**src/rtl/ram_write_arbiter.sv**
```systemverilog
// Write-port sequencer for a 512x8 dual-port RAM: round-robin between two requesters,
// plus a clear engine that fills every address with a captured value.
module ram_write_arbiter #(
    parameter int unsigned addr_width = 9,
    parameter int unsigned data_width = 8
) (
    input  logic                  CLK,
    input  logic                  RESET_N,
    input  logic                  A_REQ,
    input  logic [addr_width-1:0] A_ADDR,
    input  logic [data_width-1:0] A_DATA,
    output logic                  A_GNT,
    input  logic                  B_REQ,
    input  logic [addr_width-1:0] B_ADDR,
    input  logic [data_width-1:0] B_DATA,
    output logic                  B_GNT,
    input  logic                  CLEAR,
    input  logic [data_width-1:0] FILL,
    output logic                  CLEAR_BUSY,
    output logic                  WRITE_EN,
    output logic [addr_width-1:0] WADDR,
    output logic [data_width-1:0] DIN
);

    typedef enum logic [0:0] {StIdle, StSweep} state_e;

    state_e                state_q, state_d;
    logic [addr_width-1:0] cnt_q, cnt_d;
    logic [data_width-1:0] fill_q, fill_d;
    logic                  last_b_q, last_b_d;
    logic                  a_gnt_q, a_gnt_d;
    logic                  b_gnt_q, b_gnt_d;
    logic                  we_q, we_d;
    logic                  busy_q, busy_d;
    logic [addr_width-1:0] waddr_q, waddr_d;
    logic [data_width-1:0] din_q, din_d;

    logic elig_a, elig_b, grant_a, grant_b;

    always_comb begin
        state_d  = state_q;
        cnt_d    = cnt_q;
        fill_d   = fill_q;
        last_b_d = last_b_q;
        a_gnt_d  = 1'b0;
        b_gnt_d  = 1'b0;
        we_d     = 1'b0;
        busy_d   = 1'b0;
        waddr_d  = waddr_q;
        din_d    = din_q;
        // A requester whose grant is showing this cycle is masked, so a held REQ
        // cannot be written twice.
        elig_a   = A_REQ & ~a_gnt_q;
        elig_b   = B_REQ & ~b_gnt_q;
        grant_a  = 1'b0;
        grant_b  = 1'b0;

        unique case (state_q)
            StIdle: begin
                if (CLEAR) begin
                    state_d = StSweep;
                    fill_d  = FILL;
                    cnt_d   = '0;
                end else begin
                    grant_a = elig_a & (~elig_b | last_b_q);
                    grant_b = elig_b & ~grant_a;
                    if (grant_a) begin
                        a_gnt_d  = 1'b1;
                        we_d     = 1'b1;
                        waddr_d  = A_ADDR;
                        din_d    = A_DATA;
                        last_b_d = 1'b0;
                    end else if (grant_b) begin
                        b_gnt_d  = 1'b1;
                        we_d     = 1'b1;
                        waddr_d  = B_ADDR;
                        din_d    = B_DATA;
                        last_b_d = 1'b1;
                    end
                end
            end
            StSweep: begin
                we_d    = 1'b1;
                busy_d  = 1'b1;
                waddr_d = cnt_q;
                din_d   = fill_q;
                cnt_d   = cnt_q + 1'b1;
                if (&cnt_q) begin
                    state_d = StIdle;
                end
            end
            default: state_d = StIdle;
        endcase
    end

    always_ff @(posedge CLK) begin
        if (!RESET_N) begin
            state_q  <= StIdle;
            cnt_q    <= '0;
            fill_q   <= '0;
            last_b_q <= 1'b1;
            a_gnt_q  <= 1'b0;
            b_gnt_q  <= 1'b0;
            we_q     <= 1'b0;
            busy_q   <= 1'b0;
            waddr_q  <= '0;
            din_q    <= '0;
        end else begin
            state_q  <= state_d;
            cnt_q    <= cnt_d;
            fill_q   <= fill_d;
            last_b_q <= last_b_d;
            a_gnt_q  <= a_gnt_d;
            b_gnt_q  <= b_gnt_d;
            we_q     <= we_d;
            busy_q   <= busy_d;
            waddr_q  <= waddr_d;
            din_q    <= din_d;
        end
    end

    assign A_GNT      = a_gnt_q;
    assign B_GNT      = b_gnt_q;
    assign WRITE_EN   = we_q;
    assign CLEAR_BUSY = busy_q;
    assign WADDR      = waddr_q;
    assign DIN        = din_q;

endmodule
```
**config.mk**
```make
export PLATFORM = sky130hd
export DESIGN_NAME = ram_write_arbiter
export DESIGN_NICKNAME = d
export VERILOG_FILES = /design/src/rtl/ram_write_arbiter.sv
export SDC_FILE = /design/constraint.sdc
export NUM_CORES = 1
export LEC_CHECK = 0
export CAP_MARGIN = 15
export CORE_MARGIN = 10
export CORE_UTILIZATION = 35
export DETAILED_ROUTE_END_ITERATION = 8
export GPL_ROUTABILITY_DRIVEN = 0
export GPL_TIMING_DRIVEN = 0
export PLACE_DENSITY = 0.65
export SYNTH_ARGS = -nofsm -noshare
export SYNTH_HDL_FRONTEND = slang
export SYNTH_SLANG_ARGS = --single-unit
```
**constraint.sdc**
```tcl
create_clock -name CLK -period 1.48 [get_ports CLK]
set_input_delay 0.296 -clock CLK [delete_from_list [all_inputs] [get_ports CLK]]
set_output_delay 0.296 -clock CLK [all_outputs]
set_load 0.05 [all_outputs]
```
After elaboration in Yosys (flattened, before gate mapping)
Cells that the tools add are included.
{"block": "op_classes", "n_addsub": 1, "eq_ne": 3, "muxes": 21, "n_bitwise": 12, "n_reduce_logical": 7}
{"op": "9-bit two-way mux", "n": 4}
{"op": "9-bit one-hot mux with 2 select lines", "n": 2}
{"op": "8-bit two-way mux", "n": 3}
{"op": "8-bit one-hot mux with 2 select lines", "n": 1}
{"op": "9-bit by 1-bit adder with 9-bit output (second input constant)", "n": 1}
{"op": "1-bit two-way mux", "n": 9}
{"op": "9-bit AND reduction", "n": 1}
{"op": "1-bit inverter", "n": 7}
{"op": "1-bit bitwise AND", "n": 4}
{"op": "2-bit inequality test (second input constant)", "n": 2}
{"op": "1-bit one-hot mux with 2 select lines", "n": 2}
{"op": "2-bit AND reduction", "n": 2}
{"op": "4-bit OR reduction", "n": 1}
{"op": "3-bit inequality test (second input constant)", "n": 1}
{"op": "3-bit AND reduction", "n": 1}
{"op": "3-bit OR reduction", "n": 1}
{"op": "2-bit nonzero test", "n": 1}
{"op": "1-bit OR", "n": 1}
{"block": "totals", "register_bits": 40, "output_inout_bits": 21}

Logic depth before layout (Yosys ltp)
{"block": "logic_depth", "ltp_word": 11, "depth_mapped": 6}

Worst setup path before layout
OpenSTA, ideal clock, no wires.
{"block": "synth_path", "path_type": "register -> register", "startpoint": "register b_gnt_q, in the netlist B_GNT", "endpoint": "register din_q[7], in the netlist DIN[7]", "t_arrival_ns": 1.442, "t_required_ns": 1.406, "path_slack_ns": -0.036, "stages_incl_launch_ff": 7, "n_path_buf": 2, "period_less_slack_ns": 1.516, "path_cell_list": "dfxtp_1 > nand2b_4 > o21a_1 > buf_4 > buf_4 > nand2_1 > a31oi_1"}
{"block": "synth_via", "elab_chain_len": 9, "word_cells_on_any_way": 12, "cone_classes": "eq/ne (1); mux (3); bitwise (7); reduce/logical (1)"}
{"element": "from (decl)", "line": "32", "source": "logic b_gnt_q, b_gnt_d;"}
{"element": "from (signal assigned)", "line": "114", "source": "b_gnt_q <= b_gnt_d;"}
{"element": "1-bit inverter *", "line": "54", "source": "elig_b = B_REQ & ~b_gnt_q;"}
{"element": "1-bit bitwise AND *", "line": "54"}
{"element": "1-bit inverter", "line": "65", "source": "grant_a = elig_a & (~elig_b | last_b_q);"}
{"element": "1-bit OR", "line": "65"}
{"element": "1-bit bitwise AND", "line": "65"}
{"element": "1-bit inverter", "line": "66", "source": "grant_b = elig_b & ~grant_a;"}
{"element": "1-bit bitwise AND", "line": "66"}
{"element": "3-bit inequality test (no source line)"}
{"element": "2-bit AND reduction (no source line)"}
{"element": "to (signal assigned)", "line": "118", "source": "din_q <= din_d;"}
{"element": "to (decl)", "line": "36", "source": "logic [data_width-1:0] din_q, din_d;"}
Mark *: on every way between the ends. The rest lies on a longest branch, timed or not. The select of a mux whose other input is x is not followed.
A chain may end at the register's enable or synchronous reset.

Worst setup path in the final report
{"block": "layout_path", "startpoint": "register din_q[4], in the netlist DIN[4]", "endpoint": "output DIN[4]"}
{"element": "to (decl)", "line": "22", "source": "output logic [data_width-1:0] DIN"}
No word-level cell between the ends.

==> results <==
- The first-iteration detailed-routing DRC count is 89.
- Global routing finished with a remaining overflow of 0.
- The cell depth of the worst min-delay path is 2.
- The cell family with the largest share of critical-path delay is buffers and inverters.
- The arrival time of data at the critical path endpoint is 1.16 ns.
- In this run, post-CTS hold repair placed 0 buffers.
- The power density normalized to cell area is 947.2 nW/µm².
- The first-pass iteration count of the detailed router is 4.
- The final layout contains 346 nets.
- The Yosys step of the flow raised 0 warnings.
- The largest single stage delay on the critical path is 0.54 ns.
- The worst-case IR drop observed on VDD is 0.0003750 V.
- In this run the worst setup path terminates at DIN[4].
- In this run the core area contains 26 standard-cell rows.
- The insertion delay to the later sink of the worst-skew pair is 0.29 ns.
- The post-route worst hold slack is 0.3354 ns.
- The worst register-to-register path has a depth of 4.
- The number of clock buffers added by TritonCTS is 5.
- The first global-routing pass estimated 9425 µm of wire.
- In this run, synthesis produced a sequential element count of 40.
- In this run the cell area measured after placement is 2643 µm².
- The CTS tree is built.
- The number of vias per cell after detailed routing is 4.864.
- The max-cap check violation count is 0.
- The antenna diode count is 0.
- The netlist uses 33 different library cells.
- Summed over all cells, the static leakage comes to 1.095 nW.
- The H-tree was split into 2 levels.
- Sequential cells were found to cover 42.30% of the synthesized design area.
- The total wire length after detailed routing is 5863 µm.
- Setup repair after global routing left no endpoint under its margin.
- The y dimension of the die is 93.55 µm.
- The share of layout cells above drive strength 1 is 15.10%.
- The via count of the first global-routing pass came to 1818.
- The cell type of the slowest stage on the worst timing path is sky130_fd_sc_hd__dlygate4sd2_1.
- Based on the critical path, the design can be clocked at up to 687.6 MHz.
- The path type of the worst setup path is flip-flop to output pin.
- The number of nets in the synthesized netlist is 270.
- Measured along the x axis, the die boundary spans 93.55 µm.
- Of all nets on the critical path, the largest fanout is 2.
- The run finished with clean final reports.
- Setup slack on the worst reg-to-reg path comes out at 0.13 ns.
- Each instance of the synthesized netlist takes up on average 8.566 µm².
- The remaining number of nets flagged by the antenna check after routing is 0.
- The count of final max-slew check failures was 0.
- Entering global routing, the biggest net connects 12 pins.
- In the final routed layout, each cell accounts on average for 15.93 µm.
- The region available for standard cell placement spans 5172 µm².
- The nature of the critical path endpoint is an output pin.
- The count of pins on the block boundary is 68.
- Buffers placed on the I/O ports in this run total 66.
- Summing every instance area after synthesis gives 1893 µm².
- Of the available clock period, the critical path in the final layout requires 98.26%.
- The number of endpoints failing setup at the final stage is 0.
- The area growth from synthesis to layout is 46.33%.
- The tightest min-delay check is of the primary input to flip-flop type.
- The post-detailed-placement half-perimeter wirelength is 4394 µm.
- The worst setup path is launched from a flip-flop.
- The starting utilization of the core area is 36.60%.
- The total power is 2.624 mW.
- The clock passes through at most 2 buffers.
- The clock root buffer is sky130_fd_sc_hd__clkbuf_8.
- Traced cell by cell, the critical path runs through dlygate4sd2_1.
- The clock transition at the register clock pins on the worst setup and hold paths after CTS is 0.08 ns.
- At the pin with the least slew margin, the transition time is 0.5261 ns.
- The headroom to the max-slew limit is 65.06%.
- Counting both buffers and inverters, the worst setup path holds a total of 1.
- The detailed-route via count is 1790.
- The clock sink total is 40.
- Summed over all failing endpoints, the final setup total negative slack is 0 ns.
- The finished cells cover 2770 µm².
- The clock arrives with 0.006288 ns of skew.
- The startpoint of the lowest-slack register-to-register path is state_q$_SDFF_PN0_.
- The number of antenna violations at the first check in global routing is 0.
- The final period demand of the worst path is 1.454 ns.
- Counting every instance in the synthesized netlist gives 221.
- The number of DRC violations after detailed routing is 0.
- The worst register-to-register path ends at WADDR[8]$_SDFFE_PN0P_.
- The final design utilization is 53.56%.
- The die covers 8751 µm².
- In this run the number of cells on the critical path is 1.
- Global routing consumed, over all layers together, 13.47% of the routing resources.
- The data required time of the worst path is 1.18 ns.
- The critical path starts at DIN[4]$_SDFFE_PN0P_.
- The number of failing hold endpoints at the final stage is 0.
==> cell families after synthesis <==
family          after synthesis  share of synthesized area, %
fa+ha+maj                     2                         1.322
flops                        40                         42.30
buf+inv                      15                         4.758
xor+xnor                      1                        0.4627
compound gates               58                         19.43
mux                          17                         10.05
simple gates                 88                         21.68
==> layer usage <==
layer	wire (µm)	global-route usage [%]	up-vias
met5	0	0	-
met4	81	5.190	0
met3	257	2.718	7
met2	2924	22.80	32
met1	2599	16.36	830
li1	-	-	921
==> how the worst min path moves through the flow <==
stage / to / startpoint
CTS: last_b_q$_SDFFE_PN1P_ / RESET_N
global route: last_b_q$_SDFFE_PN1P_ / RESET_N
detailed placement: fill_q[5]$_SDFFE_PN0N_ / fill_q[5]$_SDFFE_PN0N_
global placement: fill_q[5]$_SDFFE_PN0N_ / fill_q[5]$_SDFFE_PN0N_
finish: last_b_q$_SDFFE_PN1P_ / RESET_N
floorplan: fill_q[0]$_SDFFE_PN0N_ / fill_q[0]$_SDFFE_PN0N_
==> repair_timing <==
item | CTS | global route
pin swaps | 0 | 2
setup endpoints to repair | 36 | 30
endpoints found under the hold margin | 0 | 0
setup buffers | 0 | 4
resized for setup | 28 | 21
==> stage by stage <==
step / cells / worst slack (ns)
2_1_floorplan: 221 / 0.04256
3_3_place_gp: 357 / -0.4962
3_5_place_dp: 357 / -0.4792
4_1_cts: 365 / 0.0009037
5_1_grt: 368 / 0.001564
6_report: 368 / 0.02568
==> report_power, final <==
part	leakage, nW	internal, mW	total, mW	switching [mW]
registers	0.329	1.14	1.19	0.0412
logic	0.721	0.301	0.687	0.386
clock network	0.0455	0.380	0.751	0.371
==> area by class of cell <==
| class | instances | area, µm² |
|---|---|---|
| fillers | 487 | 2402 |
| multi-input cells | 166 | 1025 |
| flip-flops and latches | 40 | 803.3 |
| repair buffers | 70 | 674.4 |
| clock buffers | 8 | 90.09 |
| plain buffers | 14 | 90.09 |
| well taps | 70 | 87.58 |
==> registers in the layout, indices dropped and copies added (netlist names) <==
name,count
WRITE_EN,1
cnt_q,9
last_b_q,1
WADDR,9
A_GNT,1
fill_q,8
DIN,8
B_GNT,1
CLEAR_BUSY,1
state_q,1
==> layout by cell type, fill, tap and decap left out, types with 2 or more instances in the layout <==
cell type and n:
sky130_fd_sc_hd__o21a_1 2, sky130_fd_sc_hd__mux2_2 16, sky130_fd_sc_hd__nand3_1 4, sky130_fd_sc_hd__nand2b_1 4, sky130_fd_sc_hd__nand4_1 4, sky130_fd_sc_hd__nor2b_1 4, sky130_fd_sc_hd__clkbuf_8 6, sky130_fd_sc_hd__buf_4 7
sky130_fd_sc_hd__nor2_1 3, sky130_fd_sc_hd__dfxtp_1 38, sky130_fd_sc_hd__nand2_1 55, sky130_fd_sc_hd__dlygate4sd2_1 5, sky130_fd_sc_hd__buf_6 3, sky130_fd_sc_hd__dfxtp_2 2, sky130_fd_sc_hd__buf_2 3, sky130_fd_sc_hd__o21ai_0 9
sky130_fd_sc_hd__o21ai_1 12, sky130_fd_sc_hd__clkbuf_2 2, sky130_fd_sc_hd__and2_1 4, sky130_fd_sc_hd__a31oi_1 17, sky130_fd_sc_hd__nor3b_1 2, sky130_fd_sc_hd__a21oi_1 3, sky130_fd_sc_hd__clkdlybuf4s50_1 44, sky130_fd_sc_hd__and3_1 2
sky130_fd_sc_hd__a21boi_0 11, sky130_fd_sc_hd__clkdlybuf4s15_1 15, sky130_fd_sc_hd__clkbuf_1 7
==> cells in the mapped netlist <==
cell type	count	area (µm²)
sky130_fd_sc_hd__nand2b_1	4	25.02
sky130_fd_sc_hd__buf_6	1	11.26
sky130_fd_sc_hd__dfxtp_1	40	800.8
sky130_fd_sc_hd__o21a_1	2	15.01
sky130_fd_sc_hd__nor2_1	3	11.26
sky130_fd_sc_hd__nor2b_1	5	31.28
sky130_fd_sc_hd__mux2_2	16	180.2
sky130_fd_sc_hd__nand2b_4	1	13.76
sky130_fd_sc_hd__o311ai_0	1	8.760
sky130_fd_sc_hd__nand3b_1	1	7.510
sky130_fd_sc_hd__buf_4	6	45.04
sky130_fd_sc_hd__xnor2_1	1	8.760
sky130_fd_sc_hd__a21boi_4	1	18.77
sky130_fd_sc_hd__a31oi_1	17	106.4
sky130_fd_sc_hd__o21ai_0	9	45.04
sky130_fd_sc_hd__clkbuf_1	5	18.77
sky130_fd_sc_hd__o21ai_1	12	60.06
sky130_fd_sc_hd__mux2i_1	1	10.01
sky130_fd_sc_hd__and2_1	4	25.02
sky130_fd_sc_hd__nor2_2	1	6.260
sky130_fd_sc_hd__nor3_1	1	5.000
sky130_fd_sc_hd__and3_1	2	12.51
sky130_fd_sc_hd__nor3b_1	2	15.01
sky130_fd_sc_hd__o21ai_2	1	8.760
sky130_fd_sc_hd__a21oi_1	3	15.01
sky130_fd_sc_hd__nand4_1	4	25.02
sky130_fd_sc_hd__ha_1	2	25.02
sky130_fd_sc_hd__nand3_1	4	20.02
sky130_fd_sc_hd__or3_1	1	6.260
sky130_fd_sc_hd__o211ai_1	1	7.510
sky130_fd_sc_hd__buf_2	3	15.01
sky130_fd_sc_hd__a21boi_0	11	82.58
sky130_fd_sc_hd__nand2_1	55	206.5
==> worst register-to-register path: stages (launching register included) <==
cell	delay (ns)
sky130_fd_sc_hd__dfxtp_2	0.41
sky130_fd_sc_hd__buf_2	0.28
sky130_fd_sc_hd__mux2_2	0.37
sky130_fd_sc_hd__o21ai_1	0.13
sky130_fd_sc_hd__a31oi_1	0.06
Note: power is estimated with default switching activity, not from simulation.
